File: src/rtl/incr_pipe.sv
// incr_pipe: elastic pipeline that adds in_step to in_data.
// The sum is formed once, at acceptance; the stages only carry the result.
// The result either wraps or clamps to all-ones. The carry travels
// alongside the result as out_ovf. Bubbles collapse, so STAGES beats fit
// in the pipe while the output is stalled.
module incr_pipe #(
  parameter int WIDTH    = 8,
  parameter int STAGES   = 1,
  parameter bit SATURATE = 1'b0
) (
  input  logic             clk,
  input  logic             reset_n,
  input  logic             in_valid,
  output logic             in_ready,
  input  logic [WIDTH-1:0] in_data,
  input  logic [WIDTH-1:0] in_step,
  input  logic             flush,
  output logic             out_valid,
  input  logic             out_ready,
  output logic [WIDTH-1:0] out_data,
  output logic             out_ovf
);

  logic [STAGES-1:0] valid_q, valid_d;
  logic [STAGES-1:0] ovf_q, ovf_d;
  logic [WIDTH-1:0]  data_q [STAGES];
  logic [WIDTH-1:0]  data_d [STAGES];
  logic [STAGES-1:0] load_s;
  logic [WIDTH:0]    sum_s;
  logic [WIDTH-1:0]  result_s;
  logic              carry_s;
  logic              accept_s;
  logic              run_q, run_d;

  // Load chain: a stage may load when it is empty or every stage after it can move
  always_comb begin
    logic chain_v;
    chain_v = out_ready;
    load_s  = {STAGES{1'b0}};
    for (int k = STAGES - 1; k >= 0; k--) begin
      chain_v   = chain_v | ~valid_q[k];
      load_s[k] = chain_v;
    end
  end

  // Widened add at acceptance; the carry is the overflow flag, and saturation only affects the data
  always_comb begin
    sum_s   = {1'b0, in_data} + {1'b0, in_step};
    carry_s = sum_s[WIDTH];
    if (SATURATE && carry_s) begin
      result_s = {WIDTH{1'b1}};
    end else begin
      result_s = sum_s[WIDTH-1:0];
    end
  end

  // Input is held off during reset, until the first edge after release, and while flushing
  assign in_ready = load_s[0] & ~flush & run_q;
  assign accept_s = in_valid & in_ready;

  // Next state for every stage; a flush drops all valid bits after any output transfer on that edge
  always_comb begin
    run_d = 1'b1;
    for (int k = 0; k < STAGES; k++) begin
      valid_d[k] = valid_q[k] & ~flush;
      ovf_d[k]   = ovf_q[k];
      data_d[k]  = data_q[k];
    end
    if (load_s[0]) begin
      valid_d[0] = accept_s;
      ovf_d[0]   = carry_s;
      data_d[0]  = result_s;
    end else begin
      valid_d[0] = valid_q[0] & ~flush;
    end
    for (int k = 1; k < STAGES; k++) begin
      if (load_s[k]) begin
        valid_d[k] = valid_q[k-1] & ~flush;
        ovf_d[k]   = ovf_q[k-1];
        data_d[k]  = data_q[k-1];
      end else begin
        valid_d[k] = valid_q[k] & ~flush;
      end
    end
  end

  // Stage registers, cleared asynchronously so outputs read zero during reset
  always_ff @(posedge clk or negedge reset_n) begin
    if (!reset_n) begin
      valid_q <= {STAGES{1'b0}};
      ovf_q   <= {STAGES{1'b0}};
      run_q   <= 1'b0;
      for (int k = 0; k < STAGES; k++) begin
        data_q[k] <= {WIDTH{1'b0}};
      end
    end else begin
      valid_q <= valid_d;
      ovf_q   <= ovf_d;
      run_q   <= run_d;
      for (int k = 0; k < STAGES; k++) begin
        data_q[k] <= data_d[k];
      end
    end
  end

  assign out_valid = valid_q[STAGES-1];
  assign out_data  = data_q[STAGES-1];
  assign out_ovf   = ovf_q[STAGES-1];

endmodule
File: config.mk
export PLATFORM = sky130hd
export DESIGN_NAME = incr_pipe
export DESIGN_NICKNAME = d
export VERILOG_FILES = /design/src/rtl/incr_pipe.sv
export SDC_FILE = /design/constraint.sdc
export NUM_CORES = 1
export LEC_CHECK = 0
export CAP_MARGIN = 20
export CORE_AREA = 10 10 58 60
export DETAILED_ROUTE_END_ITERATION = 7
export DIE_AREA = 0 0 68 70
export PLACE_DENSITY = 0.68
export REMOVE_ABC_BUFFERS = 1
export SLEW_MARGIN = 10
export SYNTH_ARGS = -nofsm -noshare
export SYNTH_HDL_FRONTEND = slang
export SYNTH_SLANG_ARGS = --single-unit
File: constraint.sdc
create_clock -name clk -period 1.3 [get_ports clk]
set_input_delay 0.13 -clock clk [delete_from_list [all_inputs] [get_ports clk]]
set_output_delay 0.13 -clock clk [all_outputs]
set_load 0.01 [all_outputs]
## After elaboration in Yosys (flattened, before gate mapping)

Index checks and enable logic that the tools add are counted.

- Output and inout port bits: 11
- Flip-flop bits (word level): 11
- Input port bits: 21

- Add/sub/neg operators: 1
- Mux-type cells: 1
- Bitwise operators: 7

Operator list:

| kind | count |
|---|---|
| adder 8 x 8 -> 9 bit | 1 |
| AND 1 bit | 4 |
| inverter 1 bit | 2 |
| 2-to-1 mux 1 bit | 1 |
| bitwise OR 1 bit | 1 |

## Longest topological paths before layout

- Depth in word-level cells: 6
- Mapped depth: 6

## Least setup slack after synthesis

Ideal clock, no wire load.

- Kind: input to register
- From: input in_data[0]
- To: register data_q, in the netlist out_data[6]
- Setup time: 0.095 ns
- Buffers on the path: 0
- Required time: 1.205 ns
- Data arrival time: 1.551 ns
- Setup slack: -0.347 ns
- Cell stages on the path: 6
- Cells stage by stage: ha_1 -> fa_1 -> a211oi_2 -> nor2_1 -> o31a_1 -> o31ai_1

- Longest elaborated chain between the ends: 1

Ends and longest elaborated chain:

| element | RTL line | RTL |
|---|---|---|
| start: declaration | 15 | `input logic [WIDTH-1:0] in_data,` |
| adder 8 x 8 -> 9 bit | 48 | `sum_s = {1'b0, in_data} + {1'b0, in_step};` |
| end signal: indexed assignment | 94 | `data_q[k] <= {WIDTH{1'b0}};` |
| end signal: indexed assignment | 101 | `data_q[k] <= data_d[k];` |
| end: declaration | 26 | `logic [WIDTH-1:0] data_q [STAGES];` |

Every way passes these cells.
A chain may end at the register's enable or synchronous reset.

## Final worst setup path

- From: input in_step[0]
- To: register data_q, in the netlist out_data[6]

- Longest elaborated chain between the ends: 1

Ends and longest elaborated chain:

| element | RTL line | RTL |
|---|---|---|
| start: declaration | 16 | `input logic [WIDTH-1:0] in_step,` |
| adder 8 x 8 -> 9 bit | 48 |  |

Every way passes these cells.

==> summary.md <==
| Metric | Value |
|---|---|
| Run status | `complete, but fails checks` |
| Violated checks | `setup timing` |
| Power Density | `between 800 and 900 nW/um2` |
| Die X | `about 70 um` |
| CP Launch Point | `in_step[0]` |
| WP data required | `1500 ps` |
| Number of global-route vias before repair | `820` |
| FF+latch count, synth | `11` |
| FMAX | `0.7445 GHz` |
| Number of stages on the worst setup path | `7` |
| Post-DP HPWL | `approximately 1700 um` |
| Largest net degree at the start of global routing | `14` |
| Pre-Repair DR Iteration Count | `3` |
| Core area | `2342 um2` |
| Worst setup path endpoint | `out_data[6]` |
| Worst hold path class | `in2async` |
| First-pass GRT wire length | `3470 um` |
| Family with the most delay on the worst path | `compound AO/OA/AOI/OAI gates` |
| Relative slew slack | `66.39%` |
| CTS tree | `done` |
| Initial Util | `32.53%` |
| Layout Nets | `158` |
| Worst Path Max Fanout | `2` |
| Cell Count, Final, Fillers Out | `157` |
| Reg-to-reg slack, setup | `30 ps` |
| Hold WS | `between 150 and 200 ps` |
| EDFF count, synth | `0` |
| Sink Count | `11` |
| Via count | `800` |
| Die area | `4760 um2` |
| Finished Cell Area | `1351 um2` |
| Fin worst setup slack | `-43.21 ps` |
| Synth-to-Final Area Change | `77.34%` |
| Placed Cells | `149` |
| Final Max Slew Viols | `0` |
| Share of cells above drive strength 1 | `33.86%` |
| Library cells used by synthesis | `32` |
| Share of synthesized registers carrying an async set or reset | `100.0%` |
| Row cnt | `18` |
| Worst path slowest cell | `fa_2` |
| I/O pin count | `32` |
| R2R Path Start | `out_valid` |
| Slowest stage delay, CP | `340 ps` |
| Crit-path cells | `buf_6, ha_4, fa_2, a211oi_2, nor2_1, o31a_1, o31ai_1` |
| Seq/Total Area, Yosys | `roughly 36%` |
| WL final | `2202 um` |
| Num CTS Buffers | `3` |
| Worst-Margin Slew | `502.6 ps` |
| CP startpoint kind | `input port` |
| R2R Path End | `out_data[5]` |
| CTS clk-pin slew, worst paths | `90 ps` |
| WL/cell | `14.03 um` |
| LEAKAGE | `0.6284 nW` |
| H-tree depth | `1` |
| Gr usage total | `9.252%` |
| Tmin final | `1343 ps` |
| Setup violators final | `2` |
| Vias per cell | `5.096` |
| Synthesized cell area | `762.0 um2` |
| CP Buf/Inv Count | `1` |
| Max Cap Viol | `0` |
| Avg Inst Size Synth | `~10 um2` |
| Final hold viol count | `0` |
| Gp weighted congestion | `0.7572` |
| IO buf count | `31` |
| Maximum vdd ir drop | `0.5171 mV` |
| Placement Cell Area | `1206 um2` |
| Setup Skew | `19.92 ps` |
| DRC viols | `0` |
| FF-to-FF path depth | `4` |
| Initial antenna violation count | `0` |
| Period utilisation layout | `103.3%` |
| Clock Tree Buf Depth | `2` |
| Routed Antenna Nets | `0` |
| Worst setup EP type | `register` |
| Initial DRC count | `20` |
| Grt total ovfl | `0` |
| CTS Root Cell | `clkbuf_4` |
| Antenna diodes | `0` |
| Die Y | `70 um` |
| Commonest non-fill, non-tap cell in the layout | `buf_4` |
| Primary FF master, synth | `dfrtp_1` |
| Most frequent cells in the layout | `buf_4 (15), clkdlybuf4s50_1 (12), dfrtp_1 (11)` |
| Setup Crit Path Kind | `in2reg` |
| Yosys warnings | `0` |
| Post-Synthesis Cells | `76` |
| Later-pin clock latency in the skew report | `290 ps` |
| CP Data Arrival Time | `1550 ps` |
| RSZ-0062 raised after global routing | `true` |
## worst min path at each step
| stage | from | end | slack, ps | depth (start not counted) |
|---|---|---|---|---|
| after global routing | in_data[0] | out_data[0] | 180 | 3 |
| after CTS | in_data[0] | out_data[0] | 170 | 3 |
| final | reset_n | out_data[5] | 170 | 1 |
| after global placement | out_data[2] | out_data[2] | 470 | 2 |
| after floorplan | reset_n | out_data[0] | -170 | 0 |
| after detailed placement | out_data[3] | out_data[3] | 470 | 2 |
## synthesized netlist by cell type, types with 3 or more instances
library cell	n	area share [%]
o21ai_1	3	2.0
nor3b_1	5	4.9
nand2_1	5	2.5
ha_1	8	13
a21oi_1	3	2.0
dfrtp_1	11	36
nor3_1	4	2.6
nor2_1	3	1.5
o21ai_0	3	2.0
## kinds of logic (layout without fill, tap and decap cells)
family,Yosys count,in the layout,synth area share (%)
AND/OR/NAND/NOR,24,24,17.90
AO/OA/AOI/OAI,23,23,21.51
multiplexers,3,3,4.269
other,1,1,0.4921
adder cells (fa/ha/maj),9,9,15.76
flip-flops,11,11,36.12
XOR/XNOR,2,2,2.299
buffers and inverters,3,54,1.640
## report_power, final
group / total, mW / leakage [nW] / internal (mW) / switching (mW)
registers: 0.423 / 0.130 / 0.395 / 0.0282
clock network: 0.248 / 0.0150 / 0.119 / 0.129
logic: 0.486 / 0.483 / 0.282 / 0.204
## cell type report
| class | instances | area [um2] |
|---|---|---|
| Fill cell | 223 | 991.0 |
| Inverter | 1 | 3.754 |
| Multi-Input combinational cell | 62 | 573.1 |
| Tap cell | 30 | 37.54 |
| Sequential cell | 11 | 275.3 |
| Clock buffer | 4 | 26.28 |
| Timing Repair Buffer | 49 | 435.4 |
## sequential cells by signal, summed over array words and instances, names as in the netlist
name       cells
out_data       8
out_ovf        1
out_valid      1
run_q          1
## repair_timing
| item | in CTS | in global routing |
|---|---|---|
| gates cloned | 0 | 1 |
| resized for setup | 36 | 17 |
| pin swaps | 9 | 6 |
| hold buffers | 0 | 0 |
| buffers inserted | 1 | 2 |
| setup endpoints to repair | 16 | 12 |
## layer usage
metal	GRT usage (%)	routed length [um]
met5	0	0
met4	4.922	57
met3	4.944	196
met2	15.73	1110
met1	8.440	837
## through the flow
| stage | worst slack, ps | setup TNS [ps] | power [mW] | utilization [%] |
|---|---|---|---|---|
| finish | -43.21 | -65.47 | 1.158 | 57.69 |
| detailed placement | -799.5 | -4821 | 0.8935 | 51.50 |
| global route | -86.34 | -270.3 | 1.247 | 57.69 |
| global placement | -767.4 | -4659 | 0.8865 | 51.50 |
| CTS | -67.33 | -188.2 | 1.152 | 54.54 |
| floorplan | -346.7 | -1464 | 0.6293 | - |
## worst reg2reg max path, cell delays in order (launching register included)
cell and delay (ps):
dfrtp_1 370, nor2b_4 140, buf_6 130, or4_4 510, nand3_2 80
Power figures use the tool's default switching activity.
